<file path="config.mk">
export PLATFORM = sky130hd
export DESIGN_NAME = imem_line_buffer
export DESIGN_NICKNAME = d
export VERILOG_FILES = /design/src/rtl/imem_line_buffer.sv
export SDC_FILE = /design/constraint.sdc
export NUM_CORES = 1
export LEC_CHECK = 0
export ABC_AREA = 1
export CORE_ASPECT_RATIO = 1.2
export CORE_MARGIN = 1.5
export CORE_UTILIZATION = 34
export CTS_CLUSTER_SIZE = 30
export DETAILED_ROUTE_END_ITERATION = 10
export SYNTH_ARGS = -nofsm -noshare
export SYNTH_HDL_FRONTEND = slang
export SYNTH_SLANG_ARGS = --single-unit
export TNS_END_PERCENT = 20
</file>
<file path="constraint.sdc">
create_clock -name clk -period 4.1 [get_ports clk]
set_clock_uncertainty 0.15 [all_clocks]
set_input_delay 0.41 -clock clk [delete_from_list [all_inputs] [get_ports clk]]
set_output_delay 0.41 -clock clk [all_outputs]
set_load 0.005 [all_outputs]
</file>
<file path="src/rtl/imem_line_buffer.sv">
// Single-line instruction fetch buffer. It holds one 32-byte line and answers hits
// combinationally. On a miss it bursts the line in from backing memory as four
// 64-bit beats.
module imem_line_buffer #(
    parameter int unsigned LINE_BEATS = 4
) (
    input  logic        clk,
    input  logic        rst,
    input  logic [31:0] imem_addr,
    input  logic [3:0]  imem_rmask,
    output logic [63:0] imem_rdata,
    output logic        imem_resp,
    output logic        imem_stall,
    output logic [31:0] bmem_addr,
    output logic        bmem_read,
    input  logic        bmem_ready,
    input  logic        bmem_rvalid,
    input  logic [63:0] bmem_rdata
);

    localparam int unsigned CntW = $clog2(LINE_BEATS);

    typedef enum logic [1:0] {StIdle, StReq, StFill} state_e;

    state_e          r_state;
    logic            r_valid;
    logic [26:0]     r_tag;
    logic [26:0]     r_fill_tag;
    logic [CntW-1:0] r_cnt;
    logic            r_bmem_read;
    logic [63:0]     r_data [LINE_BEATS];

    logic w_req;
    logic w_hit;
    logic w_last_beat;
    logic w_unused_addr;

    // Lookup is only trusted in idle; during a fill the line contents are in flux.
    always_comb begin
        w_req       = |imem_rmask;
        w_hit       = w_req && (r_state == StIdle) && r_valid && (r_tag == imem_addr[31:5]);
        w_last_beat = (r_cnt == CntW'(LINE_BEATS - 1));
    end

    // Fetch-side and memory-side outputs; handshakes are held low while reset is high.
    always_comb begin
        imem_resp  = !rst && w_hit;
        imem_stall = !rst && w_req && !w_hit;
        imem_rdata = r_data[imem_addr[4:3]];
        bmem_addr  = {r_fill_tag, 5'b0};
        bmem_read  = !rst && r_bmem_read;
    end

    // The low address bits select a byte inside a 64-bit beat; the buffer does not use them.
    assign w_unused_addr = ^imem_addr[2:0];

    // Control FSM: miss detection, burst request handshake, and beat counting.
    always_ff @(posedge clk) begin
        if (rst) begin
            r_state     <= StIdle;
            r_valid     <= 1'b0;
            r_cnt       <= '0;
            r_bmem_read <= 1'b0;
        end else begin
            unique case (r_state)
                StIdle: begin
                    if (w_req && !w_hit) begin
                        r_fill_tag  <= imem_addr[31:5];
                        r_valid     <= 1'b0;
                        r_cnt       <= '0;
                        r_bmem_read <= 1'b1;
                        r_state     <= StReq;
                    end
                end
                StReq: begin
                    if (bmem_ready) begin
                        r_bmem_read <= 1'b0;
                        r_state     <= StFill;
                    end
                end
                StFill: begin
                    // A redirect of imem_addr does not cancel the burst; idle re-checks later.
                    if (bmem_rvalid) begin
                        r_cnt <= r_cnt + 1'b1;
                        if (w_last_beat) begin
                            r_valid <= 1'b1;
                            r_tag   <= r_fill_tag;
                            r_state <= StIdle;
                        end
                    end
                end
                default: begin
                    r_state     <= StIdle;
                    r_bmem_read <= 1'b0;
                end
            endcase
        end
    end

    // Line storage: valid protects it, so it needs no reset.
    always_ff @(posedge clk) begin
        if (!rst && (r_state == StFill) && bmem_rvalid) begin
            r_data[r_cnt] <= bmem_rdata;
        end
    end

endmodule

</file>
==> results of run 1 <==
-- worst max-delay path: cells and delay by family, from the launching register on --
| family | cells | cell delay (ps) |
|---|---|---|
| simple gates | 5 | 750 |
| buf+inv | 2 | 620 |
| flops | 1 | 420 |
| compound gates | 1 | 70 |
-- state kept, by name, indices dropped and copies added (netlist names) --
register and flops:
r_valid 1, r_tag 27, r_data 256, r_state 2, r_cnt 2, r_bmem_read 1, r_fill_tag 27
-- cell usage after synthesis, types with 5 or more instances --
cell      instances  area, um2
nand2_1          87      326.6
clkbuf_1         23      86.33
xor2_1            5      43.79
dfxtp_1           6      120.1
nand4_1           6      37.54
o21ai_0         115      575.6
inv_1            56      210.2
edfxtp_1        310       9309
nor2_1          164      615.6
o21ai_1          23      115.1
nand3_1           8      40.04
buf_2            17      85.08
buf_4             5      37.54
o22ai_1          64      400.4
inv_2             6      22.52
-- worst paths after layout --
kind | depth (start not counted) | from | to | slack, ps
max reg2reg | 7 | r_state[1]$_SDFFE_PP0P_ | r_data[3][39]$_DFFE_PP_ | 1590
min | 0 | r_fill_tag[25]$_DFFE_PP_ | r_tag[25]$_DFFE_PP_ | 280
max | 8 | r_tag[6]$_DFFE_PP_ | imem_resp | 1110
min reg2reg | 0 | r_fill_tag[25]$_DFFE_PP_ | r_tag[25]$_DFFE_PP_ | 280
-- kinds of logic (layout without fill, tap and decap cells) --
logic type	Yosys count	in the layout	share of synthesized area
AOI/OAI and AO/OA	206	206	0.09102
xor gates and xnor gates	7	7	0.005011
adders and majority gates	4	4	0.004091
buffers and inverters	112	332	0.03794
DFF	316	316	0.7707
other	1	6	0.0003065
and+or+nand+nor	278	278	0.09092
-- per-layer routing --
| layer | track usage | share of wire | up-vias |
|---|---|---|---|
| li1 | - | - | 3721 |
| met1 | 0.1792 | 0.41 | 3700 |
| met2 | 0.2463 | 0.47 | 248 |
| met3 | 0.05328 | 0.10 | 44 |
| met4 | 0.03890 | 0.017 | 6 |
| met5 | 0 | 0.0015 | - |
-- power by group --
group | total [W] | internal (W) | switching, W
Combinational | 0.000524 | 0.000265 | 0.000259
Clock | 0.00284 | 0.00165 | 0.00119
Sequential | 0.00361 | 0.00359 | 0.0000166
-- stage by stage --
step / instance area [um2] / TNS [ps] / hold WS (ps) / cells
floorplan: 12250 / -23540 / 302.1 / 928
global placement: 14800 / 0 / 281.6 / 1552
detailed placement: 14800 / 0 / 284.4 / 1552
CTS: 15830 / 0 / 271.5 / 1610
global route: 15830 / 0 / 295.4 / 1610
finish: 15840 / 0 / 279.9 / 1611
-- layout make-up --
class / instances / area share
Antenna cell: 1 / 0.0001580
Clock buffer: 36 / 0.05017
Clock inverter: 22 / 0.01493
Inverter: 65 / 0.01564
Multi-Input combinational cell: 500 / 0.1508
Sequential cell: 316 / 0.5954
Tap cell: 462 / 0.03650
Timing Repair Buffer: 209 / 0.1364
==> metrics, run 1 <==
register area=~9400 um2; slowest cell on the critical path=clkdlybuf4s50_1; Max Cap Viol=0; CP required=3540 ps; relative slew slack=0.4808; critical path's most frequent cell=nor2_1; # port buffers=just under 200; worst endpoint data arrival time=~2400 ps; status=finished clean; Critical Path, Cell by Cell=inv_1 -> o21ai_0 -> nor4_1 -> nand2_1 -> nor2_1 -> nand4_1 -> nor2_1 -> clkdlybuf4s50_1; synthesized area=about 12000 um2; number of routed nets with antenna violations=0; post-synthesis sequential area ratio=0.7707; leakage dissipation=~5.4 nW; share of layout cells above drive strength 1=0.07317; die width=~180 um; ys async rst share=0; Reg clk slew, reported paths=~70 ps; CP peak stage delay=roughly 530 ps; multi-input logic area=roughly 2400 um2; Tightest Hold Check Type=reg2reg; Crit Path Class=reg2out; vias in the first global route=~7600; Initial DRT Pass Iterations=5; Routed WL per cell=about 17 um; TritonCTS Buffers=31; RSZ-0062 raised after global routing=no; Die H=210.8 um; worst-path fanout max=3; number of synthesized flops with an enable pin=310; Die ar.=around 37000 um2; Hold Buf Count CTS=0; # IOs=roughly 200; clk buf depth=3; largest net degree at the start of global routing=around 110; total number of yosys warnings=0; worst setup margin=1107 ps; post-synth cell types=30; final core utilization=0.4500; post-place setup slack=1105 ps; Synth Register Bits=roughly 320; first-pass GRT wire length=roughly 42 mm; Final min period=2993 ps; commonest cells after routing, fill and taps aside=310 x edfxtp_1, 192 x clkdlybuf4s50_1, 159 x nor2_1, 115 x o21ai_0, 87 x nand2_1; CTS root buf=clkbuf_16; initial antenna violation count=4; global route overflow=0; area grow syn2layout=29.44%; Final HPWL DP=approximately 17 mm; Setup crit end kind=output port; Tcrit/Tclk final=0.7299; CTS tree=done; mean area per synthesized cell=13.24 um2; most common cell after layout, fill and taps aside=edfxtp_1; Fillers=between 3000 and 4000; Final setup viols=0; Worst Setup Start Kind=flip-flop; postcts setup bufs=0; CORE AREA=about 35000 um2; 1st-iter DRT viols=between 400 and 500; Main synth FF type=edfxtp_1; number of H-tree levels=1; CTS Sinks=~320; Worst-Margin Slew=between 700 and 800 ps; Pins Over Slew Limit=0; worst-skew pair later-pin latency=around 570 ps; Nets=between 1000 and 1500; peak supply drop=between 0.3 and 0.4 mV; vias per inst=between 4 and 5; final WL=between 20 and 30 mm; initial core utilization=0.3477; routed via count=just under 8000; Cells after Synth=approximately 920; row cnt=75; # DRC=0; top achievable clock speed=334.2 MHz; GRT Total Usage=0.1472; pwr dens=approximately 440 nW/um2; # resized after CTS=0; GPL Wtd Cong=around 0.87; Final Power=about 0.007 W; Final Hold Viols=0
No activity file was read; power rests on OpenSTA's default activity.
==> run 2: changes to the inputs <==
clock period = 2.9 ns   (was 4.1 ns; I/O delays follow)
==> run 2 against run 1 <==
Via count increased by 0.61%. Routed wire length fell by 0.47%. Die area stayed put. First-iteration DRC count shrank 19%. Global-route usage is 0.056 points higher. Sequential share of layout area shrank 0.58 points. Critical path type unchanged. Register-to-register slack lost 850 ps. Critical endpoint is now imem_stall. Flip-flop and latch count unchanged.
==> metrics, run 2 (synthesis results as in run 1) <==
status=finished clean; met3 Track Usage GR=0.05706 (+0.003780); # port buffers=194 (unchanged); Final Hold Viols=0 (unchanged); CTS Sinks=316 (unchanged); Initial DRT Pass Iterations=6 (+1); Fin Hold WS=232.5 ps (-47.38 ps); gr busiest metal=met2; initial core utilization=0.3477 (unchanged); pwr dens=628.2 nW/um2 (+43%); number of H-tree levels=2 (+1); combinational fraction of design power=0.075 (about the same); Psw=0.002079 W (+42%); Tightest Hold Check Type=in2reg; CORE AREA=35190 um2 (unchanged); worst setup path end=imem_stall; GRT Total Usage=0.1477 (+0.0005574); Tcrit/Tclk final=0.9380; Final setup viols=0 (unchanged); share of layout cells above drive strength 1=0.07699 (+0.003819); worst-path fanout max=2 (-1); Final TNS setup=0 ps (unchanged); met1 usage=0.1792 (about the same); Clock Power Share=0.417 (+0.010); CTS root buf=clkbuf_16; Worst Setup Start Kind=flip-flop; routed via count=7766 (+0.61%); commonest cells after routing, fill and taps aside=310 x edfxtp_1, 191 x clkdlybuf4s50_1, 159 x nor2_1, 115 x o21ai_0, 87 x nand2_1; RSZ-0062 raised after global routing=no; Sw Ratio=0.2069 (-0.003224); CP required=2460 ps (-1080 ps); most common cell after layout, fill and taps aside=edfxtp_1; register share of total power=0.508 (-0.010); vias per inst=4.797 (+0.11%); 1st-iter DRT viols=385 (-19%); # IOs=203 (unchanged); Pins Over Slew Limit=0 (unchanged); max FFs per register=256 (unchanged); largest net degree at the start of global routing=75 (-34%); row cnt=75 (unchanged); Top reg by flops=r_data; Max Cap Viol=0 (unchanged); Final min period=about 2700 ps; first-pass GRT wire length=41.66 mm (-0.23%); Final HPWL DP=16.64 mm (-0.74%); area grow syn2layout=30.72%; Die H=210.8 um (unchanged); CTS tree=done; peak supply drop=0.4150 mV (+28%); GR Util met2=0.2418 (-0.004480); number of routed nets with antenna violations=0 (unchanged); final WL=27.53 mm (-0.47%); # DRC=0 (unchanged); Die ar.=37130 um2 (unchanged); die width=176.2 um (unchanged); R2R setup slack=740 ps (-850 ps); worst setup path startpoint=r_tag[2]$_DFFE_PP_; TritonCTS Buffers=35 (+13%); clk buf depth=3 (unchanged); top achievable clock speed=367.6 MHz; Crit Path Class=reg2out; P_int=0.007968 W (+45%); Setup crit end kind=output port; Routed WL per cell=17.00 um (-0.96%); initial antenna violation count=4 (unchanged); global route overflow=0 (unchanged); reg2reg start=r_state[1]$_SDFFE_PP0P_; WHS Path Cells=1 (+1); Top Registers=r_data (256), r_fill_tag (27), r_tag (27); Reg clk slew, reported paths=60 ps (about the same); reg2reg path depth=7 (unchanged); worst endpoint data arrival time=2280 ps (-150 ps); R2R Path End=r_data[1][2]$_DFFE_PP_; Nets=1241 (+0.81%); worst-skew pair later-pin latency=510 ps (-60 ps); GPL Wtd Cong=0.8664 (-0.94%); vias in the first global route=7573 (-0.32%); leakage dissipation=5.499 nW (+1.6%)
-- run 2: cell count changes in the layout (fill, tap and decap cells not counted), sizes merged --
cell / before / now
clkbuf: 36 / 44
buf: 17 / 23
bufinv: 4 / 2
clkinv: 16 / 12
dlymetal6s2s: 0 / 1
clkdlybuf4s50: 192 / 191
-- run 2: layout make-up --
cell class	count	area (um2)
fillers	3145	19200
flip-flops and latches	316	9429
multi-input cells	500	2389
repair buffers	215	2257
clock buffers	44	952.2
well taps	462	578.1
inverters	65	247.7
clock inverters	16	137.6
diodes	1	2.502
-- run 2: worst min path at each step --
stage,startpoint,end
finish,imem_addr[28],r_fill_tag[23]$_DFFE_PP_
global route,bmem_ready,r_state[1]$_SDFFE_PP0P_
CTS,bmem_ready,r_state[1]$_SDFFE_PP0P_
detailed placement,r_fill_tag[9]$_DFFE_PP_,r_tag[9]$_DFFE_PP_
global placement,r_fill_tag[25]$_DFFE_PP_,r_tag[25]$_DFFE_PP_
floorplan,bmem_rdata[0],r_data[0][0]$_DFFE_PP_
-- run 2: power by group through the flow --
stage,registers [W],clock network (W),logic (W)
after CTS,0.00510,0.00432,0.000767
after floorplan,0.00520,0,0.000278
final,0.00510,0.00419,0.000756
after global routing,0.00510,0.00449,0.000833
after global placement,0.00520,0,0.000752
after detailed placement,0.00520,0,0.000764
-- run 2: metal layers --
metal / wire [um] / vias up
met1: 11420 / 3750
met3: 2574 / 46
met4: 625 / 4
li1: - / 3734
met2: 12890 / 232
met5: 22 / -
-- run 2: metrics by stage --
stage,instance area (um2),util,power [W],std cells,setup slack (ps)
4_1_cts,15980,0.4541,0.01018,1617,49.54
5_1_grt,15990,0.4544,0.01043,1618,62.64
3_5_place_dp,14890,0.4231,0.005960,1557,210.2
2_1_floorplan,12260,-,0.005477,928,-245.1
6_report,15990,0.4545,0.01005,1619,179.7
3_3_place_gp,14890,0.4231,0.005947,1557,186.5
-- run 2: critical path: stages, from the launching register on --
cell and delay (ps):
edfxtp_1 380, nand2_1 130, nand2_1 60, nor2_1 180
nand3_1 90, nor2_1 220, nand2_2 130, nand2_2 80
nor2_1 40, clkdlybuf4s50_1 460
-- run 2: what timing repair did --
item / CTS / global route
hold buffers: 0 / 0
gates resized for setup: 0 / 1
endpoints found under the hold margin: 0 / 0
setup endpoints to repair: 0 / 1
setup buffers: 0 / 1
==> run 3: changes to the inputs <==
clock period = 3.13 ns   (was 2.9 ns; I/O delays follow)
==> run 3 against run 2 <==
First-iteration DRC count rose by 13%. Combinational power fell by 8.6%. Register-to-register slack improved by 250 ps. Sequential share of layout area rose by 0.41 points. Clock-buffer cell count fell by 4. Final cell count fell by 0.19%. Utilization fell by 0.32 points. Non-clock buffer count fell by 4. Global-route usage rose by 0.22 points. Largest cell class unchanged.
==> metrics, run 3 (synthesis results as in run 1) <==
largest net degree at the start of global routing=93 (+24%); Fin Hold WS=265.5 ps (+32.96 ps); vias in the first global route=7484 (-1.2%); status=finished clean; leakage dissipation=5.445 nW (-0.98%); number of H-tree levels=2 (unchanged); Top reg by flops=r_data; area grow syn2layout=29.81%; Placed Instance Area=14810 um2 (-0.57%); reg2reg path depth=7 (unchanged); Die H=210.8 um (unchanged); Initial DRT Pass Iterations=4 (-2); GRT Total Usage=0.1499 (+0.002151); Pins Over Slew Limit=0 (unchanged); first-pass GRT wire length=42.26 mm (+1.4%); Tightest Hold Check Type=in2reg; die width=176.2 um (unchanged); Final Hold Viols=0 (unchanged); worst setup path startpoint=r_tag[6]$_DFFE_PP_; reg2reg start=r_state[1]$_SDFFE_PP0P_; initial core utilization=0.3477 (unchanged); relative slew slack=0.5950; number of routed nets with antenna violations=0 (unchanged); Final min period=2848 ps; # port buffers=194 (unchanged); Setup crit end kind=output port; R2R Path End=r_data[2][47]$_DFFE_PP_; CTS root buf=clkbuf_16; 1st-iter DRT viols=435 (+13%); clk buf depth=3 (unchanged); Tcrit/Tclk final=0.9098; Final Power=0.009269 W (-7.7%); # resized after CTS=0 (unchanged); peak supply drop=0.4366 mV (+5.2%); most common cell after layout, fill and taps aside=edfxtp_1; worst endpoint data arrival time=2380 ps (+100 ps); top achievable clock speed=351.2 MHz; Max Cap Viol=0 (unchanged); Reg clk slew, reported paths=60 ps (about the same); CTS tree=done; Worst Setup Start Kind=flip-flop; worst-path fanout max=3 (+1); Final setup viols=0 (unchanged); postcts setup bufs=0 (unchanged); commonest cells after routing, fill and taps aside=310 x edfxtp_1, 192 x clkdlybuf4s50_1, 159 x nor2_1, 115 x o21ai_0, 87 x nand2_1; Final HPWL DP=16.62 mm (-0.15%); Crit Path Class=reg2out; Hold Buf Count CTS=0 (unchanged); worst setup path end=imem_resp; Nets=1236 (-0.40%); routed via count=7738 (-0.36%); GPL Wtd Cong=0.8454 (-2.4%); CORE AREA=35190 um2 (unchanged); max FFs per register=256 (unchanged); row cnt=75 (unchanged); worst-skew pair later-pin latency=510 ps (about the same); Routed WL per cell=17.20 um (+1.2%); CP required=2670 ps (+210 ps); Top Registers=r_data (256), r_fill_tag (27), r_tag (27); TritonCTS Buffers=34 (-2.9%); # DRC=0 (unchanged); post-route cell area=15880 um2 (-0.70%); RSZ-0062 raised after global routing=no; pwr dens=583.6 nW/um2 (-7.1%); share of layout cells above drive strength 1=0.07459 (-0.002402); global route overflow=0 (unchanged); CTS Sinks=316 (unchanged); # IOs=203 (unchanged); Worst-Margin Slew=a little over 600 ps; Fillers=3180 (+1.1%); Die ar.=37130 um2 (unchanged); vias per inst=4.788 (-0.18%); initial antenna violation count=5 (+1); Final TNS setup=0 ps (unchanged); R2R setup slack=990 ps (+250 ps); final WL=27.80 mm (+0.98%)
run 3: changes by cell type in the layout (fill, tap and decap cells not counted):
| cell | change |
|---|---|
| clkdlybuf4s50_1 | +1 |
| buf_12 | -5 |
| dlymetal6s2s_1 | -1 |
| buf_4 | +1 |
| clkinv_2 | +4 |
| clkbuf_16 | -2 |
| clkinv_1 | +2 |
| inv_6 | -1 |
| clkinvlp_4 | -1 |
| bufinv_16 | +1 |
| clkbuf_1 | -2 |
run 3: where the power goes:
part | internal [W] | leakage (nW) | switching (W)
combinational | 0.000349 | 2.07 | 0.000341
sequential | 0.00470 | 2.85 | 0.0000217
clock | 0.00229 | 0.524 | 0.00156
total | 0.00735 | 5.45 | 0.00192
run 3: stage by stage:
stage / util / setup slack, ps / cells
5_1_grt: 0.4512 / 90.87 / 1615
6_report: 0.4513 / 282.4 / 1616
3_5_place_dp: 0.4207 / 346.8 / 1554
4_1_cts: 0.4512 / 237.2 / 1615
2_1_floorplan: - / -1062 / 928
3_3_place_gp: 0.4207 / 316.5 / 1554
run 3: layout make-up:
type / instances / area [um2] / share of cell area
inverter: 65 / 247.7 / 0.01560
timing repair buffer: 211 / 2162 / 0.1361
clock buffer: 40 / 894.6 / 0.05633
multi-input combinational: 500 / 2389 / 0.1504
clock inverter: 21 / 178.9 / 0.01127
tap: 462 / 578.1 / 0.03640
sequential: 316 / 9429 / 0.5937
antenna: 1 / 2.502 / 0.0001576
run 3: worst max-delay path: stages (launching register included):
cell and delay (ps):
edfxtp_1 420, inv_1 90, o21ai_0 70, nor4_1 260, nand2_1 80, nor2_1 120
nand4_1 130, nor2_1 180, clkdlybuf4s50_1 530
run 3: metal layers:
| layer | share of wire | global-route usage | wire length (um) | vias up |
|---|---|---|---|---|
| met5 | 0.00086 | 0 | 24 | - |
| met4 | 0.023 | 0.04480 | 629 | 4 |
| met3 | 0.087 | 0.05040 | 2428 | 50 |
| met2 | 0.47 | 0.2469 | 13200 | 229 |
| met1 | 0.41 | 0.1864 | 11520 | 3725 |
| li1 | - | - | - | 3730 |
run 3: worst min-delay path by stage:
stage / from / endpoint / slack (ps) / cells past startpoint
2_1_floorplan: bmem_rdata[0] / r_data[0][0]$_DFFE_PP_ / 260 / 0
3_5_place_dp: r_fill_tag[14]$_DFFE_PP_ / r_tag[14]$_DFFE_PP_ / 290 / 0
5_1_grt: imem_addr[22] / r_fill_tag[17]$_DFFE_PP_ / 250 / 1
3_3_place_gp: r_fill_tag[25]$_DFFE_PP_ / r_tag[25]$_DFFE_PP_ / 280 / 0
6_report: imem_addr[26] / r_fill_tag[21]$_DFFE_PP_ / 270 / 1
4_1_cts: imem_addr[26] / r_fill_tag[21]$_DFFE_PP_ / 240 / 1
